File: src/rtl/gtb_pkg.sv
// gtb_pkg
// Shared definitions for the Gray burst generator and its neighbours
// (the gtbtg converter and the benches).
//   gtb_state_e   : controller state encoding (IDLE, RUN, DONE)
//   bin_to_gray() : binary -> reflected Gray code
//   gray_to_bin() : reflected Gray code -> binary
// The helpers operate on GTB_FN_W bits. Callers zero-extend narrower values
// on the way in and truncate on the way out; both conversions stay exact
// because the zero upper bits do not disturb the low bits.
package gtb_pkg;

  localparam int GTB_FN_W = 32;

  typedef enum logic [1:0] {
    IDLE = 2'd0,
    RUN  = 2'd1,
    DONE = 2'd2
  } gtb_state_e;

  function automatic logic [GTB_FN_W-1:0] bin_to_gray(input logic [GTB_FN_W-1:0] b);
    return b ^ (b >> 1);
  endfunction

  // Prefix XOR running from the MSB downwards.
  function automatic logic [GTB_FN_W-1:0] gray_to_bin(input logic [GTB_FN_W-1:0] g);
    logic [GTB_FN_W-1:0] b;
    b[GTB_FN_W-1] = g[GTB_FN_W-1];
    for (int i = GTB_FN_W - 2; i >= 0; i--) begin
      b[i] = b[i+1] ^ g[i];
    end
    return b;
  endfunction

endpackage

File: src/rtl/gray_burst_ctrl.sv
// gray_burst_ctrl
// Burst sequencing FSM for gray_burst_gen: tracks the state, the
// remaining-beat counter and the latched direction, and produces the
// registered stream/status flags.
// Ports:
//   clk, rst        : clock, synchronous active-high reset
//   start_i         : burst request (accepted only in IDLE)
//   dir_i           : direction to latch at start (1 = up)
//   burst_len_i     : beat count to latch at start (0 = 2^N)
//   out_ready_i     : consumer ready
//   idle_o          : state is IDLE (datapath may load / capture a start)
//   handshake_o     : current beat is being accepted this cycle
//   dir_o           : latched direction for the datapath stepper
//   out_valid_o     : registered valid
//   last_o          : registered last-beat flag
//   busy_o          : registered, high whenever state is not IDLE
//   done_o          : registered one-cycle pulse after the final beat
module gray_burst_ctrl
  import gtb_pkg::*;
#(
  parameter int N = 8
) (
  input  logic         clk,
  input  logic         rst,
  input  logic         start_i,
  input  logic         dir_i,
  input  logic [N-1:0] burst_len_i,
  input  logic         out_ready_i,
  output logic         idle_o,
  output logic         handshake_o,
  output logic         dir_o,
  output logic         out_valid_o,
  output logic         last_o,
  output logic         busy_o,
  output logic         done_o
);

  // remaining needs N+1 bits so a zero length can stand for a full 2^N burst.
  localparam logic [N:0] FULL_BURST = {1'b1, {N{1'b0}}};
  localparam logic [N:0] ONE_BEAT   = (N+1)'(1);
  localparam logic [N:0] TWO_BEATS  = (N+1)'(2);

  gtb_state_e  state_q;
  logic [N:0]  remaining_q;
  logic        dir_q;
  logic        out_valid_q;
  logic        last_q;
  logic        busy_q;
  logic        done_q;

  logic        handshake;

  assign handshake   = out_valid_q & out_ready_i;

  assign idle_o      = (state_q == IDLE);
  assign handshake_o = handshake;
  assign dir_o       = dir_q;
  assign out_valid_o = out_valid_q;
  assign last_o      = last_q;
  assign busy_o      = busy_q;
  assign done_o      = done_q;

  always_ff @(posedge clk) begin
    if (rst) begin
      state_q     <= IDLE;
      remaining_q <= '0;
      dir_q       <= 1'b1;
      out_valid_q <= 1'b0;
      last_q      <= 1'b0;
      busy_q      <= 1'b0;
      done_q      <= 1'b0;
    end else begin
      case (state_q)
        IDLE: begin
          done_q <= 1'b0;
          if (start_i) begin
            state_q     <= RUN;
            dir_q       <= dir_i;
            remaining_q <= (burst_len_i == '0) ? FULL_BURST : {1'b0, burst_len_i};
            out_valid_q <= 1'b1;
            busy_q      <= 1'b1;
            // The first beat is registered now, so its last flag is too.
            last_q      <= (burst_len_i == N'(1));
          end
        end

        RUN: begin
          // Without a handshake every register holds, keeping the beat stable.
          if (handshake) begin
            remaining_q <= remaining_q - ONE_BEAT;
            if (last_q) begin
              state_q     <= DONE;
              out_valid_q <= 1'b0;
              last_q      <= 1'b0;
              done_q      <= 1'b1;
            end else begin
              // Flag for the beat that replaces the one just accepted.
              last_q <= (remaining_q == TWO_BEATS);
            end
          end
        end

        DONE: begin
          state_q <= IDLE;
          done_q  <= 1'b0;
          busy_q  <= 1'b0;
        end

        default: begin
          state_q     <= IDLE;
          out_valid_q <= 1'b0;
          last_q      <= 1'b0;
          busy_q      <= 1'b0;
          done_q      <= 1'b0;
        end
      endcase
    end
  end

endmodule

File: src/rtl/gray_burst_gen.sv
// gray_burst_gen
// Registered Gray-code burst source. A start pulse in IDLE launches a burst
// of consecutive codes (up or down) over a valid/ready stream, with the
// matching binary count presented alongside. The count persists between
// bursts, so successive bursts continue the sequence.
// Ports:
//   clk, rst    : clock, synchronous active-high reset
//   start       : burst request, honoured only in IDLE
//   dir         : 1 = count up, 0 = count down (latched at start)
//   load        : preload counter with load_val, honoured only in IDLE
//   load_val    : binary preload value
//   burst_len   : beats per burst, 0 = 2^N (latched at start)
//   out_ready   : consumer accepts the current beat
//   out_valid   : gray_out/bin_out carry a valid beat
//   gray_out    : Gray code of the current count
//   bin_out     : binary count paired with gray_out
//   last        : current beat is the final one of the burst
//   busy        : state is not IDLE
//   done        : one-cycle pulse after the final beat is accepted
module gray_burst_gen
  import gtb_pkg::*;
#(
  parameter int N = 8
) (
  input  logic         clk,
  input  logic         rst,
  input  logic         start,
  input  logic         dir,
  input  logic         load,
  input  logic [N-1:0] load_val,
  input  logic [N-1:0] burst_len,
  input  logic         out_ready,
  output logic         out_valid,
  output logic [N-1:0] gray_out,
  output logic [N-1:0] bin_out,
  output logic         last,
  output logic         busy,
  output logic         done
);

  logic         ctrl_idle;
  logic         ctrl_handshake;
  logic         ctrl_dir;

  // The counter doubles as the binary output register: during RUN it always
  // holds the beat on offer, and after a burst it holds the continuation point.
  logic [N-1:0] cnt_q;
  logic [N-1:0] cnt_d;
  logic [N-1:0] gray_q;
  logic [N-1:0] gray_d;

  gray_burst_ctrl #(
    .N (N)
  ) u_ctrl (
    .clk         (clk),
    .rst         (rst),
    .start_i     (start),
    .dir_i       (dir),
    .burst_len_i (burst_len),
    .out_ready_i (out_ready),
    .idle_o      (ctrl_idle),
    .handshake_o (ctrl_handshake),
    .dir_o       (ctrl_dir),
    .out_valid_o (out_valid),
    .last_o      (last),
    .busy_o      (busy),
    .done_o      (done)
  );

  // Load is only honoured in IDLE; when it coincides with start it still
  // wins, so the first beat of the burst is load_val. Stepping happens only
  // on an accepted beat, which can only occur in RUN.
  always_comb begin
    cnt_d = cnt_q;
    if (ctrl_idle) begin
      if (load) begin
        cnt_d = load_val;
      end
    end else if (ctrl_handshake) begin
      cnt_d = ctrl_dir ? (cnt_q + N'(1)) : (cnt_q - N'(1));
    end
  end

  // Gray code is derived from the next count so it lands in its register at
  // the same edge as the binary value and is never a stale pairing.
  assign gray_d = N'(bin_to_gray(GTB_FN_W'(cnt_d)));

  always_ff @(posedge clk) begin
    if (rst) begin
      cnt_q  <= '0;
      gray_q <= '0;
    end else begin
      cnt_q  <= cnt_d;
      gray_q <= gray_d;
    end
  end

  assign bin_out  = cnt_q;
  assign gray_out = gray_q;

endmodule

File: config.mk
export PLATFORM = sky130hd
export DESIGN_NAME = gray_burst_gen
export DESIGN_NICKNAME = d
export VERILOG_FILES = /design/src/rtl/gtb_pkg.sv /design/src/rtl/gray_burst_ctrl.sv /design/src/rtl/gray_burst_gen.sv
export SDC_FILE = /design/constraint.sdc
export NUM_CORES = 1
export LEC_CHECK = 0
export CAP_MARGIN = 20
export CORE_ASPECT_RATIO = 1.75
export CORE_UTILIZATION = 51
export CTS_CLUSTER_SIZE = 12
export DETAILED_ROUTE_END_ITERATION = 10
export PLACE_DENSITY = 0.8
export SYNTH_ARGS = -nofsm -noshare
export SYNTH_HDL_FRONTEND = slang
export SYNTH_HIERARCHICAL = 1
export SYNTH_SLANG_ARGS = --single-unit
File: constraint.sdc
create_clock -name clk -period 2.2 [get_ports clk]
set_input_delay 0.22 -clock clk [delete_from_list [all_inputs] [get_ports clk]]
set_output_delay 0.22 -clock clk [all_outputs]
set_load 0.02 [all_outputs]
======== After elaboration in Yosys (flattened, before gate mapping) ========
Cells that the tools add are included.
operators by class
  add/subtract/negate cells ............... 3
  equality and inequality tests ........... 7
  muxes and demuxes ....................... 21
  bitwise logic cells ..................... 4
  reduce and logical (&&, ||, !) cells .... 11
operators with widths
  operator                                                                count
  8-bit two-way mux                                                       4
  9-bit two-way mux                                                       3
  9-bit one-hot mux with 2 select lines                                   1
  9-bit by 2-bit equality test with 1-bit output (second input constant)  1
  3-bit AND reduction                                                     3
  9-bit by 1-bit subtractor with 9-bit output (second input constant)     1
  8-bit by 1-bit adder with 8-bit output (second input constant)          1
  8-bit by 1-bit equality test with 1-bit output (second input constant)  1
  8-bit logical NOT                                                       1
  8-bit by 1-bit subtractor with 8-bit output (second input constant)     1
  8-bit by 7-bit bitwise XOR with 8-bit output                            1
  1-bit two-way mux                                                       6
  2-bit two-way mux                                                       3
  1-bit one-hot mux with 3 select lines                                   2
  2-bit AND reduction                                                     3
  2-bit != test (second input constant)                                   2
  2-bit one-hot mux with 2 select lines                                   1
  4-bit AND reduction                                                     1
  2-bit by 1-bit equality test with 1-bit output (second input constant)  1
  2-bit equality test (second input constant)                             1
  2-bit logical NOT                                                       1
  2-bit by 1-bit != test with 1-bit output (second input constant)        1
  1-bit inverter                                                          2
  1-bit one-hot mux with 2 select lines                                   1
  3 further kinds                                                         3
storage, ports and cells
  register bits ........................... 32
  logic and storage cells ................. 55

======== Longest topological paths before layout ========
Gate-level depths: netlist of the first run.
  depth in word-level cells ............... 5
  gate-level depth with buffers ........... 9
  gate-level depth less buffers ........... 7

======== Modules after synthesis ========
Netlist of the first run, hierarchy kept.
by module, submodules not included
  module           times used  cells an instance  area each (um2)
  gray_burst_gen   1           118                1038.5
  gray_burst_ctrl  1           114                955.9

======== Worst setup path before layout of the first run ========
No wires, ideal clock.
  path type ............................... register to register
  start ................................... reg cnt_q[0], in the netlist bin_out[0]
  end ..................................... reg gray_q[6], in the netlist gray_out[6]
  setup time .............................. 0.072 ns
  arrival time ............................ 2.012 ns
  required time ........................... 2.128 ns
  slack ................................... 0.117 ns
  cell stages (with the launch flop) ...... 8
  path buffers ............................ 0
  clock period less this slack ............ 2.083 ns
  cell sequence ........................... dfxtp_1 -> inv_1 -> fa_1 -> nor2b_4 -> o31ai_1 -> and3_1 -> or4_1 -> mux2i_1
on the way
  cells in the longest elaborated chain, start to end .. 5
  elaborated cells on any way between the ends .. 6
ends and longest elaborated chain
  what                                                                                                          line                  text
  start: declaration                                                                                            gray_burst_gen.sv:47  logic [N-1:0] cnt_q;
  start signal: assignment                                                                                      gray_burst_gen.sv:93  cnt_q <= cnt_d;
  8-bit by 1-bit subtractor with 8-bit output / 8-bit by 1-bit adder with 8-bit output (equally long branches)  gray_burst_gen.sv:80  cnt_d = ctrl_dir ? (cnt_q + N'(1)) : (cnt_q - N'(1));
  8-bit two-way mux *                                                                                           gray_burst_gen.sv:80
  8-bit two-way mux *                                                                                           gray_burst_gen.sv:79  end else if (ctrl_handshake) begin
  8-bit two-way mux *                                                                                           gray_burst_gen.sv:75  if (ctrl_idle) begin
  8-bit by 7-bit bitwise XOR with 8-bit output *                                                                gtb_pkg.sv:21         return b ^ (b >> 1);
  end signal: assignment                                                                                        gray_burst_gen.sv:94  gray_q <= gray_d;
  end: declaration                                                                                              gray_burst_gen.sv:49  logic [N-1:0] gray_q;
Mark *: on every way between the ends. The rest lies on a longest branch, timed or not.
A chain may end at the register's enable or synchronous reset.

======== Worst setup path after layout of the first run ========
  start ................................... reg cnt_q[0], in the netlist bin_out[0]
  end ..................................... reg gray_q[5], in the netlist gray_out[5]
The elaborated chain is that of the path after synthesis.

==> results of run 1 <==
-- worst max-delay path, cell delays in order (launching register included) --
cell	delay (ps)
dfxtp_1	420
inv_1	90
fa_1	500
nor2b_4	150
o31ai_2	90
and3_1	170
or4_1	490
mux2i_1	130
-- final cells by class --
cell class,count,area [µm²]
sequential,31,621
multi-input combinational,177,1230
inverter,12,45.0
clock buffer,7,76.3
clock inverter,1,5.00
tap,46,57.6
fill,292,1130
timing repair buffer,52,493
-- sequential cells by signal, indices dropped and copies added (netlist names) --
name                flops
bin_out                 8
gray_out                7
u_ctrl/busy_o           1
u_ctrl/dir_o            1
u_ctrl/done_o           1
u_ctrl/last_o           1
u_ctrl/out_valid_o      1
u_ctrl/remaining_q      9
u_ctrl/state_q          2
-- power groups by stage --
stage / clock network, mW / logic [mW] / registers, mW
after floorplan: 0 / 0.322 / 0.720
after global placement: 0 / 0.538 / 0.681
after detailed placement: 0 / 0.550 / 0.682
after CTS: 0.450 / 0.553 / 0.670
after global routing: 0.474 / 0.607 / 0.677
final: 0.446 / 0.559 / 0.672
-- routing by layer --
layer | share of wire | vias to the layer above | wire (µm) | track usage
li1 | - | 958 | - | -
met1 | 0.38 | 925 | 2010 | 0.256
met2 | 0.54 | 61 | 2850 | 0.517
met3 | 0.033 | 17 | 173 | 0.0453
met4 | 0.040 | 0 | 209 | 0.160
met5 | 0 | - | 0 | 0
-- how the worst max path moves through the flow --
stage | from | end | slack [ps] | cells past startpoint
after global placement | u_ctrl/dir_o$_SDFFE_PP1P_ | gray_out[6]$_SDFF_PP0_ | 90 | 7
final | bin_out[0]$_SDFF_PP0_ | gray_out[5]$_SDFF_PP0_ | 100 | 7
after detailed placement | u_ctrl/dir_o$_SDFFE_PP1P_ | gray_out[5]$_SDFF_PP0_ | 20 | 7
after global routing | bin_out[0]$_SDFF_PP0_ | gray_out[6]$_SDFF_PP0_ | 20 | 7
after CTS | u_ctrl/dir_o$_SDFFE_PP1P_ | gray_out[5]$_SDFF_PP0_ | 7 | 7
after floorplan | bin_out[0]$_SDFF_PP0_ | gray_out[6]$_SDFF_PP0_ | 120 | 7
-- repair_timing --
item                                   4_1_cts  5_1_grt
resized for setup                            0        4
setup endpoints to repair                    0        6
endpoints found under the hold margin        0        0
-- cells in the final DEF (no fill, tap or decap), types with 3 or more instances in the layout --
master,instances
o21ai_0,8
nand2_1,14
clkbuf_8,5
nor2_1,19
nand3_1,6
inv_1,11
xnor2_1,3
buf_4,11
nand4_1,5
a21o_1,3
a21oi_1,19
mux2_2,3
dfxtp_1,31
nor2b_1,3
nand2b_1,4
a31oi_1,6
ha_1,6
clkdlybuf4s50_1,41
mux2i_1,6
nor3_1,7
a211oi_1,8
-- stage by stage --
| step | power [mW] | std cells |
|---|---|---|
| finish | 1.68 | 326 |
| global route | 1.76 | 326 |
| CTS | 1.67 | 326 |
| detailed placement | 1.23 | 318 |
| global placement | 1.22 | 318 |
| floorplan | 1.04 | 232 |
-- cells by family after synthesis --
kind of cell,Yosys count,synth area share
and+or+nand+nor,83,0.240
AOI/OAI and AO/OA,71,0.245
DFF,31,0.311
buffers and inverters,24,0.0747
muxes,9,0.0471
adders and majority gates,9,0.0602
xor gates and xnor gates,5,0.0220
==> impl_metrics.yaml, run 1 <==
sta:
  rsz0062_at_grt: "no"
  whs_ps: 483
  post-route-min-period_ps: 2100
  maxSlewViolCount: 0
  fmax_ghz: 0.476
  finalSetupTns_ps: 0
  tightest_slew_ps: 685
  final-hold-violation-count: 0
  skew_ps: 3.76
  timing.final.ws_setup_ps: 98.1
  max_slew_margin: 0.540
  setup_violations: 0
  finalCritPeriodShare: 0.955
synth:
  synthCells: 232
  async_reset_ff_frac: 0
  ys_types: 65
  synth_top_cell_by_area: "dfxtp_1"
  seq_area_frac_synth: 0.311
  ys_warn_count: 6
  synth_area_leaders: "dfxtp_1, ha_1, a21oi_1"
  post-synth-top-count-cell: "dfxtp_1"
  syn_area_mm2: 0.00199
  synthFlopType: "dfxtp_1"
  synth_nets: 263
  yosys.area.top_type_share: 0.311
  ys_ff_latch: 31
  syn_avg_cell_area_um2: 8.60
  synth_edf_count: 0
  synthTopCellsByCount: "dfxtp_1, a21oi_1, nor2_1, nand2_1, inv_1"
cts:
  cts_tree: "yes"
  ctsHoldBuffers: 0
  clockBufferDepth: 2
  htree_levels: 2
  clk_pin_slew_worst_paths_ps: 70
  cts_root_buf: "clkbuf_8"
  numCtsBuffers: 5
  clock_sinks: 31
  post_cts_buffers: 0
  clock_latency_ps: 290
critical_path:
  reg2reg_to: "gray_out[5]$_SDFF_PP0_"
  rr_startpoint: "bin_out[0]$_SDFF_PP0_"
  critPathMaxFanout: 6
  arrival_ps: 2320
  cp-end-kind: "flip-flop"
  worstSetupPathType: "reg2reg"
  required_ps: 2420
  startpoint_type: "flip-flop"
  rr_worst_depth: 7
  rrSetupSlack_ps: 100
detailed_routing:
  num_vias: 1961
  wl_per_cell_um: 16.1
  viasPerCell: 6.02
  drtPass1Iterations: 4
  wl_um: 5250
  drc: 0
  drtAntennaViolNets: 0
  first_iter_violations: 40
global_routing:
  grt_pass1_wl_um: 8520
  grt_max_degree: 25
  overflow: 0
  grt_pass1_vias: 1901
  grt_antenna_before_repair: 0
  grt_usage: 0.270
place:
  dp_hpwl_um: 3860
  dpl-instance-area_mm2: 0.00244
  place_ws_ps: 24.8
  gp_congestion: 0.989
  numPortBuffers: 41
pwr:
  seqPwrFrac: 0.401
  peakVddDrop_mv: 0.585
  cell_internal_pwr_mw: 1.11
  pwr-share-comb: 0.333
  p_clk_frac: 0.266
  p_leak_nw: 0.996
  power.switching_uw: 569
  powerDensity_mw_per_mm2: 662
  p_sw_frac: 0.339
layout:
  area_growth_pct: 27.0
  fin_util: 0.691
  diodes: 0
  design_area_mm2: 0.00253
  drive_gt1_frac: 0.129
  nNetsFinal: 310
floorplan:
  core_area_mm2: 0.00366
  dieArea_mm2: 0.00417
  pin_count: 42
  die_width_um: 49.3
  rows: 29
  initial_core_util: 0.544
  die_y_um: 84.7
min_path:
  hold_path_startpoint: "u_ctrl/busy_o$_SDFFE_PP0P_"
  hold_path_depth: 2
  min_to: "u_ctrl/busy_o$_SDFFE_PP0P_"
  min_path_type: "reg2reg"
flow_run:
  drv_cap: 0
status:
  status: "finished, final reports clean"
No activity file was read; power rests on OpenSTA's default activity.
==> run 2: changes to the inputs <==
Settings changed: CTS_CLUSTER_DIAMETER from default to 40.
==> results of run 2 <==
Same layout as run 1: the final DEF is identical, and so are final timing and power.
